## config.mk

```make
export PLATFORM = sky130hd
export DESIGN_NAME = serial_cmp_sequencer
export DESIGN_NICKNAME = d
export VERILOG_FILES = /design/src/rtl/cmp_ctrl_pkg.sv /design/src/rtl/cmp_slice3.sv /design/src/rtl/serial_cmp_sequencer.sv
export SDC_FILE = /design/constraint.sdc
export NUM_CORES = 1
export LEC_CHECK = 0
export CAP_MARGIN = 10
export CORE_MARGIN = 5
export CORE_UTILIZATION = 54
export CTS_CLUSTER_DIAMETER = 40
export CTS_CLUSTER_SIZE = 30
export DETAILED_ROUTE_END_ITERATION = 12
export PLACE_DENSITY = 0.83
export SKIP_LAST_GASP = 1
export SLEW_MARGIN = 0
export SYNTH_ARGS = -nofsm -noshare
export SYNTH_HDL_FRONTEND = slang
export SYNTH_SLANG_ARGS = --single-unit
```

## constraint.sdc

```tcl
create_clock -name i_clk -period 3.5 [get_ports i_clk]
set_input_delay 0.875 -clock i_clk [delete_from_list [all_inputs] [get_ports i_clk]]
set_output_delay 0.875 -clock i_clk [all_outputs]
set_load 0.1 [all_outputs]
```

## src/rtl/cmp_ctrl_pkg.sv

```systemverilog
// Shared encodings and constants for the serial compare sequencer.
package cmp_ctrl_pkg;

    typedef enum logic [1:0] {
        ST_IDLE = 2'b00,
        ST_RUN  = 2'b01,
        ST_DONE = 2'b10
    } state_t;

    // Cascade seed as {l, e, g}: "equal so far" before the lowest chunk.
    localparam logic [2:0] CASC_INIT = 3'b010;
    localparam int unsigned SLICE_W = 3;

endpackage

```

## src/rtl/cmp_slice3.sv

```systemverilog
// 3-bit combinational magnitude compare slice with l/e/g cascade inputs.
// A local difference wins; on equality the cascade passes straight through.
module cmp_slice3
    import cmp_ctrl_pkg::*;
(
    input  logic [SLICE_W-1:0] i_a,
    input  logic [SLICE_W-1:0] i_b,
    input  logic               i_l,
    input  logic               i_e,
    input  logic               i_g,
    output logic               o_lt,
    output logic               o_eq,
    output logic               o_gt
);

    always_comb begin
        o_lt = 1'b0;
        o_eq = 1'b0;
        o_gt = 1'b0;
        if (i_a > i_b) begin
            o_gt = 1'b1;
        end else if (i_a < i_b) begin
            o_lt = 1'b1;
        end else begin
            o_lt = i_l;
            o_eq = i_e;
            o_gt = i_g;
        end
    end

endmodule

```

## src/rtl/serial_cmp_sequencer.sv

```systemverilog
// Wide compare done serially: one cmp_slice3 time-shared over WIDTH/3 steps, LSB chunk first.
// Define SERIAL_CMP_SIGNED_CMP_EN for two's-complement operands (sign-bias on the top chunk).
module serial_cmp_sequencer
    import cmp_ctrl_pkg::*;
#(
    parameter int unsigned WIDTH = 12
) (
    input  logic             i_clk,
    input  logic             i_reset,
    input  logic             i_start,
    input  logic [WIDTH-1:0] i_a,
    input  logic [WIDTH-1:0] i_b,
    output logic             o_busy,
    output logic             o_done,
    output logic             o_lt,
    output logic             o_eq,
    output logic             o_gt
);

    localparam int unsigned NCHUNK = WIDTH / SLICE_W;
    localparam int unsigned CW     = (NCHUNK > 1) ? $clog2(NCHUNK) : 1;

    if (((WIDTH % SLICE_W) != 0) || (WIDTH < SLICE_W)) begin : g_bad_width
        $error("serial_cmp_sequencer: WIDTH must be a multiple of 3 and >= 3");
    end

    state_t           r_state, w_state_nxt;
    logic [CW-1:0]    r_idx, w_idx_nxt;
    logic [WIDTH-1:0] r_op_a, w_op_a_nxt;
    logic [WIDTH-1:0] r_op_b, w_op_b_nxt;
    logic [2:0]       r_casc, w_casc_nxt;  // {l, e, g}
    logic [2:0]       r_res, w_res_nxt;    // {lt, eq, gt}

    logic             w_last;
    logic [WIDTH-1:0] w_a_sh, w_b_sh;
    logic [SLICE_W-1:0] w_sl_a, w_sl_b;
    logic             w_sl_lt, w_sl_eq, w_sl_gt;

    assign w_last = (r_idx == CW'(NCHUNK - 1));
    assign w_a_sh = r_op_a >> (SLICE_W * r_idx);
    assign w_b_sh = r_op_b >> (SLICE_W * r_idx);

`ifdef SERIAL_CMP_SIGNED_CMP_EN
    // Flipping the sign bit of the top chunk maps two's complement onto unsigned order.
    assign w_sl_a = w_a_sh[SLICE_W-1:0] ^ {w_last, 2'b00};
    assign w_sl_b = w_b_sh[SLICE_W-1:0] ^ {w_last, 2'b00};
`else
    assign w_sl_a = w_a_sh[SLICE_W-1:0];
    assign w_sl_b = w_b_sh[SLICE_W-1:0];
`endif

    cmp_slice3 u_slice (
        .i_a  (w_sl_a),
        .i_b  (w_sl_b),
        .i_l  (r_casc[2]),
        .i_e  (r_casc[1]),
        .i_g  (r_casc[0]),
        .o_lt (w_sl_lt),
        .o_eq (w_sl_eq),
        .o_gt (w_sl_gt)
    );

    always_comb begin
        w_state_nxt = r_state;
        w_idx_nxt   = r_idx;
        w_op_a_nxt  = r_op_a;
        w_op_b_nxt  = r_op_b;
        w_casc_nxt  = r_casc;
        w_res_nxt   = r_res;
        case (r_state)
            ST_IDLE, ST_DONE: begin
                if (i_start) begin
                    w_state_nxt = ST_RUN;
                    w_op_a_nxt  = i_a;
                    w_op_b_nxt  = i_b;
                    w_idx_nxt   = '0;
                    w_casc_nxt  = CASC_INIT;
                end else begin
                    w_state_nxt = ST_IDLE;
                end
            end
            ST_RUN: begin
                w_casc_nxt = {w_sl_lt, w_sl_eq, w_sl_gt};
                if (w_last) begin
                    w_res_nxt   = {w_sl_lt, w_sl_eq, w_sl_gt};
                    w_state_nxt = ST_DONE;
                end else begin
                    w_idx_nxt = r_idx + CW'(1);
                end
            end
            default: w_state_nxt = ST_IDLE;
        endcase
    end

    always_ff @(posedge i_clk or posedge i_reset) begin
        if (i_reset) begin
            r_state <= ST_IDLE;
            r_idx   <= '0;
            r_op_a  <= '0;
            r_op_b  <= '0;
            r_casc  <= '0;
            r_res   <= '0;
        end else begin
            r_state <= w_state_nxt;
            r_idx   <= w_idx_nxt;
            r_op_a  <= w_op_a_nxt;
            r_op_b  <= w_op_b_nxt;
            r_casc  <= w_casc_nxt;
            r_res   <= w_res_nxt;
        end
    end

    // DONE always lasts exactly one cycle, so it doubles as the done pulse.
    assign o_busy = (r_state == ST_RUN);
    assign o_done = (r_state == ST_DONE);
    assign o_lt   = r_res[2];
    assign o_eq   = r_res[1];
    assign o_gt   = r_res[0];

endmodule

```

; After elaboration in Yosys (flattened, before gate mapping)
; Cells that the tools add are included.
[totals]
reg_bits = 34
[classes]
multipliers = 1
mux = 14
order_cmp = 2
n_eq_ne = 6
shift = 2
n_reduce_logical = 7
n_addsub = 1
[ops]
columns = operator, count
row1 = right shift 12 x 4 -> 3 bit, 2
row2 = one-hot mux 2 bit (2 select lines), 2
row3 = 2-to-1 mux 1 bit, 7
row4 = 2-to-1 mux 2 bit, 3
row5 = one-hot mux 3 bit (2 select lines), 1
row6 = AND reduction 2 bit, 3
row7 = == test 2 bit (second input constant), 2
row8 = multiplier 2 x 2 -> 4 bit (first input constant), 1
row9 = inequality test 2 bit (second input constant), 2
row10 = greater-than comparator 3 bit, 1
row11 = less-than comparator 3 bit, 1
row12 = 2-to-1 mux 3 bit, 1
row13 = AND reduction 3 bit, 1
row14 = adder 2 x 1 -> 2 bit (second input constant), 1
row15 = == test 2 x 1 -> 1 bit (second input constant), 1
row16 = logical NOT 2 bit, 1
row17 = inequality test 2 x 1 -> 1 bit (second input constant), 1
row18 = nonzero test 2 bit, 1
row19 = OR reduction 2 bit, 1

; Logic depth before layout (Yosys ltp)
; Gate-level depths: netlist of run 1.
[depth]
ltp_word = 6
ltp_mapped = 8
depth_no_buf = 7

; Cells and area by module
; Synthesis of run 1 repeated with hierarchy kept, for this count alone.
[unflattened]
hier_cells = 112
hier_area_um2 = 1689.1
[modules_own_cells]
columns = mod, area_each_um2, cells_per_inst, instances, seq_area_each_um2
row1 = serial_cmp_sequencer, 1590.3, 98, 1, 850.8
row2 = cmp_slice3, 98.8, 14, 1, 0.0

; Worst setup path after synthesis of run 1
; OpenSTA, ideal clock, no wires.
[synth_timing]
path_type = register to output
start = reg r_state[0]
end = out o_done
arrival_time_ns = 1.739
slack_ns = 0.886
path_stages_with_launch = 2
n_path_buf = 0
cell_sequence = dfrtp_1 > nor2b_1
[synth_via]
elab_chain_len = 1
[synth_lines]
columns = element, line_no
row1 = from (decl), serial_cmp_sequencer.sv:27  ; state_t r_state, w_state_nxt;
row2 = from (signal assigned), serial_cmp_sequencer.sv:104  ; r_state <= w_state_nxt;
row3 = == test 2 bit, serial_cmp_sequencer.sv:115  ; assign o_done = (r_state == ST_DONE);
row4 = to (decl), serial_cmp_sequencer.sv:14  ; output logic o_done,
; No other way between the ends.

; Final worst setup path of run 1
[layout_timing]
start = reg r_idx[0]
end = reg r_casc[0]
[layout_via]
elab_chain_len = 6
[layout_lines]
columns = element, line_no
row1 = from (decl), serial_cmp_sequencer.sv:28  ; logic [CW-1:0] r_idx, w_idx_nxt;
row2 = from (signal assigned), serial_cmp_sequencer.sv:105  ; r_idx <= w_idx_nxt;
row3 = multiplier 2 x 2 -> 4 bit *, "serial_cmp_sequencer.sv:40, serial_cmp_sequencer.sv:41"
row4 = "right shift 12 x 4 -> 3 bit, on equally long branches", "serial_cmp_sequencer.sv:40, serial_cmp_sequencer.sv:41"
row5 = less-than comparator 3 bit, cmp_slice3.sv:22  ; end else if (i_a < i_b) begin
row6 = 2-to-1 mux 1 bit, cmp_slice3.sv:22
row7 = 2-to-1 mux 1 bit *, cmp_slice3.sv:20  ; if (i_a > i_b) begin
row8 = one-hot mux 3 bit (2 select lines) *, serial_cmp_sequencer.sv:70  ; case (r_state)
row9 = to (signal assigned), serial_cmp_sequencer.sv:108  ; r_casc <= w_casc_nxt;
row10 = to (decl), serial_cmp_sequencer.sv:31  ; logic [2:0] r_casc, w_casc_nxt;
; Mark *: on every way between the ends. The rest lies on a longest branch, timed or not.
; A chain may end at the register's enable or synchronous reset.

==> flow_metrics.tcl, run 1 <==
set metrics [dict create \
    skew_ps 10.0 \
    outcome "complete, no violations" \
    final-setup-viol-count 0 \
    post_cts_buffers 0 \
    leakagePower_nw 1.01 \
    synth_flop_cell "dfrtp_1" \
    setup_ws_ps 1220 \
    yosys.area.top_type "dfrtp_1" \
    ir_worst_vdd_v 0.000944 \
    grt_max_degree 35 \
    cts_inserted_buffers 5 \
    initial_core_util_pct 57.0 \
    critPathLaunchType "register" \
    seq_area_frac_synth_pct 53.6 \
    cts_tree "built" \
    fin_setup_tns_ps 0 \
    h-tree-depth 2 \
    path_depth 6 \
    worstPathRequired_ps 3730 \
    final_area_mm2 0.00197 \
    worstPathCellList "mux4_1, ha_1, nor2b_1, o311a_1, o21ai_1, nand2_1" \
    crit_family "multiplexers" \
    clk_pin_slew_ps 100 \
    post_cts_resized 0 \
    drv_slew 0 \
    drt-vias-per-instance 5.26 \
    dp_hpwl_um 2340 \
    final_common_cell "nand2_1" \
    drive_above_1_share_pct 10.4 \
    max-cap-violations 0 \
    portBuffers 31 \
    fin_util_pct 70.7 \
    grt_usage_pct 16.5 \
    max_stage_delay_ps 610 \
    overflow 0 \
    core_mm2 0.00278 \
    area_growth_pct 23.9 \
    worst_slew_pin_slew_ps 928 \
    clk_root_buffer_cell "clkbuf_4" \
    synth_seq_cells 34 \
    final_cell_mix "nand2_1 (79), dfrtp_1 (34), clkdlybuf4s50_1 (26), nor2_1 (7), buf_4 (7)" \
    cts_sinks 34 \
    io_pins 32 \
    syn_area_per_cell_um2 9.44 \
    synth_area_mm2 0.00159 \
    critPathBufInv 0 \
    synth_nets 199 \
    synth_top_area_share_pct 53.6 \
    drt_wl_total_um 3210 \
    worstSetupPathType "reg -> reg" \
    arrival_ps 2510 \
    ctsHoldBuffers 0 \
    fmax_mhz 439 \
    slew_headroom_pct 38.1 \
    hp-class "reg -> reg" \
    hold_violations 0 \
    rsz0062_at_grt "no" \
    routedWlPerCell_um 13.8 \
    grt_pass1_wl_um 5350 \
    synth_area_leaders "dfrtp_1 (54%), nand2_1 (19%), mux4_1 (5.0%)" \
    slowest_stage "mux4_1" \
    hold_depth 2 \
    floorplan.die.width_um 64.2 \
    antenna_found_initial 0 \
    clk_path_buf_depth 2 \
    drtAntennaViolNets 0 \
    dr.pass1.iters 4 \
    first_global_vias 1213 \
    drc 0 \
    vias 1220 \
    period_needed_ps 2280 \
    syn_inst 168 \
    synth_edf_count 0 \
    clkLatencyLatePin_ps 330 \
    yosys_warnings 0 \
    async_flop_share_pct 100 \
    die_area_mm2 0.00412 \
    preCtsSetupSlack_ps 1080 \
    die_height_um 64.2 \
    rr_worst_depth 6 \
    num_rows 19 \
    drtIter0Drc 48 \
    synth.distinct_cells 26 \
    power_w 0.00202 \
    cp-end-kind "register" \
    fin_crit_sh_pct 65.1 \
    power_density_mw_per_mm2 1030 \
    layout.nets 231 \
    dpl_cell_area_mm2 0.00189 \
    gp_congestion 0.865 \
    antenna_cells 0 \
    critPathMaxFanout 8 \
]
cell usage after synthesis (2+ instances only):
cell type and count:
mux4_2 3, nand2b_1 2, nand2_1 79, o21ai_1 4
nor2_1 7, mux4_1 3, nor2b_1 3, o21ai_0 3
ha_1 4, inv_1 5, nand3_1 2, dfrtp_1 34
inv_2 2, buf_2 5
per-layer routing:
metal	part of all wire, %	global-route usage [%]
met5	0	0
met4	1.4	7.38
met3	8.7	5.08
met2	50	26.9
met1	39	20.0
through the flow:
stage	instances	hold slack [ps]
floorplan	168	437
global placement	224	452
detailed placement	224	459
CTS	232	483
global route	232	504
finish	232	480
final cells by class:
type	count	area (µm²)
sequential	34	851
clock inverter	1	30.0
timing repair buffer	33	313
inverter	7	26.3
multi-input combinational	119	662
fill	235	816
tap	31	38.8
clock buffer	7	45.0
state kept, by name, indices dropped and copies added (netlist names):
name / flops
r_casc: 3
r_idx: 2
r_op_a: 12
r_op_b: 12
r_res: 3
r_state: 2
worst paths after layout:
| check | from | endpoint | slack, ps |
|---|---|---|---|
| max reg2reg | r_idx[0] | r_casc[0] | 1220 |
| min reg2reg | r_res[1] | r_res[1] | 480 |
| min | r_res[1] | r_res[1] | 480 |
| min in group asynchronous | i_reset | r_op_a[8] | 930 |
| max | r_idx[0] | r_casc[0] | 1220 |
| max in group asynchronous | i_reset | r_casc[2] | 2280 |
tightest hold or removal path, stage by stage, from the launching register on:
cell and delay, ps:
dfrtp_1 360, nand2_1 50, nand2_1 50
report_power, final:
part / switching [W] / leakage [nW] / internal, W
Sequential: 0.000130 / 0.421 / 0.000580
Clock: 0.000125 / 0.0395 / 0.000152
Combinational: 0.000626 / 0.544 / 0.000405
logic make-up after synthesis:
kind of cell / synth area share, %
flops: 53.6
mux: 9.23
compound gates: 4.65
fa+ha+maj: 3.15
simple gates: 24.7
buf+inv: 4.65
Note: power is estimated with default switching activity, not from simulation.
==> run 2, diff against run 1 <==
CORE_UTILIZATION = 50   (was 54)
PLACE_DENSITY = 0.78   (was 0.83)
clock period = 2.2 ns   (was 3.5 ns; I/O delays follow)
==> run 2 against run 1 <==
Count of clock-buffer cells in the layout is 1 lower; highest routed layer unchanged; critical path type unchanged; largest cell class unchanged; first-iteration DRC count is 2.1% lower; critical path depth stayed put; largest power group unchanged.
==> flow_metrics.tcl, run 2 (synthesis gave the netlist of run 1 again) <==
set metrics [dict create \
    outcome "complete, no violations" \
    r2r-start "r_idx[0]" \
    leakagePower_nw 1.03 \
    clk_root_buffer_cell "clkbuf_4" \
    hold_violations 0 \
    grt_max_degree 35 \
    slew_headroom_pct 71.6 \
    drt-vias-per-instance 4.99 \
    startpoint "r_idx[0]" \
    fin_util_pct 66.7 \
    area_growth_pct 28.4 \
    final_cell_mix "nand2_1 (79), dfrtp_1 (33), clkdlybuf4s50_1 (26), buf_4 (10), nor2_1 (7)" \
    rrSetupSlack_ps 80 \
    hp-class "reg -> reg" \
    grt_pass1_wl_um 5420 \
    clk_pin_slew_ps 120 \
    worstHoldStart "r_op_a[0]" \
    final_common_cell "nand2_1" \
    fmax_mhz 472 \
    overflow 0 \
    rsz0062_at_grt "no" \
    cp-end-kind "register" \
    preCtsSetupSlack_ps -15.7 \
    clk_path_buf_depth 2 \
    skew_ps 19.0 \
    power_density_mw_per_mm2 1580 \
    grt_usage_pct 16.7 \
    layout.nets 236 \
    dr.pass1.iters 5 \
    worstPathCellList "mux4_1, ha_1, nor2b_1, o311a_1, o21ai_1, nand2_1" \
    fin_crit_sh_pct 96.4 \
    core_mm2 0.00305 \
    cts_sinks 34 \
    clkLatencyLatePin_ps 340 \
    drc 0 \
    drive_above_1_share_pct 14.6 \
    die_height_um 66.3 \
    holdWs_ps 484 \
    antenna_cells 0 \
    rr_worst_depth 6 \
    cts_tree "built" \
    vias 1247 \
    worstPathRequired_ps 2450 \
    drtAntennaViolNets 0 \
    antenna_found_initial 0 \
    top_regs "r_op_a: 12 flops, r_op_b: 12 flops" \
    cts_inserted_buffers 5 \
    worstSetupPathType "reg -> reg" \
    r2r_end "r_casc[0]" \
    drt_wl_total_um 3100 \
    io_pins 32 \
    fill_cells 267 \
    critPathMaxFanout 5 \
    dp_hpwl_um 2340 \
    period_needed_ps 2120 \
    routedWlPerCell_um 12.4 \
    die_area_mm2 0.00440 \
    portBuffers 31 \
    floorplan.die.width_um 66.3 \
    gp_congestion 0.770 \
    setup_ws_ps 79.2 \
    ir_worst_vdd_v 0.000687 \
    max-cap-violations 0 \
    first_global_vias 1205 \
    crit_path_end "r_casc[0]" \
    slowest_stage "mux4_1" \
    worst_slew_pin_slew_ps 426 \
    seq_area_um2 852 \
    drv_slew 0 \
    critPathLaunchType "register" \
    max_stage_delay_ps 570 \
    arrival_ps 2370 \
    num_rows 20 \
    initial_core_util_pct 52.0 \
    multi_input_area_um2 664 \
    drtIter0Drc 47 \
    h-tree-depth 2 \
    final-setup-viol-count 0 \
]
[run 2: what timing repair did]
| item | 4_1_cts | 5_1_grt |
|---|---|---|
| endpoints found under the setup margin | 2 | 3 |
| resized for setup | 1 | 0 |
| hold buffers | 0 | 0 |
| hold endpoints to repair | 0 | 0 |
| cloned | 0 | 0 |
| buffers inserted | 0 | 2 |
[run 2: routing by layer]
layer  part of all wire (%)  up-vias  track usage (%)
met3                    7.3        2             6.97
met5                      0        -                0
met1                     43      584             21.3
met4                   0.81        0             6.09
li1                       -      613                -
met2                     49       48             25.3
[run 2: worst max-delay path, delay by kind of cell, from the launching register on]
| kind | cells | cell delay, ps |
|---|---|---|
| compound gates | 2 | 440 |
| fa+ha+maj | 1 | 350 |
| flops | 1 | 440 |
| mux | 1 | 570 |
| simple gates | 2 | 230 |
[run 2: how the worst min path moves through the flow]
stage,end,slack (ps),depth (start not counted)
floorplan,r_op_b[6],440,2
global placement,r_op_b[1],460,2
detailed placement,r_op_a[8],460,2
CTS,r_op_a[8],480,2
global route,r_op_a[0],510,2
finish,r_op_a[0],480,2
[run 2: power breakdown]
part	total (W)	leakage, nW	internal [W]	switching [W]
Combinational	0.00175	0.576	0.000726	0.00102
Clock	0.000364	0.0343	0.000154	0.000210
Sequential	0.00111	0.420	0.000925	0.000189
[run 2: area by class of cell]
type                            instances  area share (%)
Sequential cell                        34            41.8
Multi-Input combinational cell        119            32.6
Timing Repair Buffer                   38            18.4
Tap cell                               44            2.70
Clock buffer                            6            2.52
Inverter                                7            1.29
Clock inverter                          2           0.614
[run 2: stage by stage]
stage	TNS [ps]	instance area, µm²	instances	power, W
final	0	2040	250	0.00323
after global routing	0	2040	250	0.00349
after CTS	0	2020	248	0.00322
after detailed placement	-15.7	1960	240	0.00285
after global placement	0	1960	240	0.00274
after floorplan	0	1590	168	0.00242
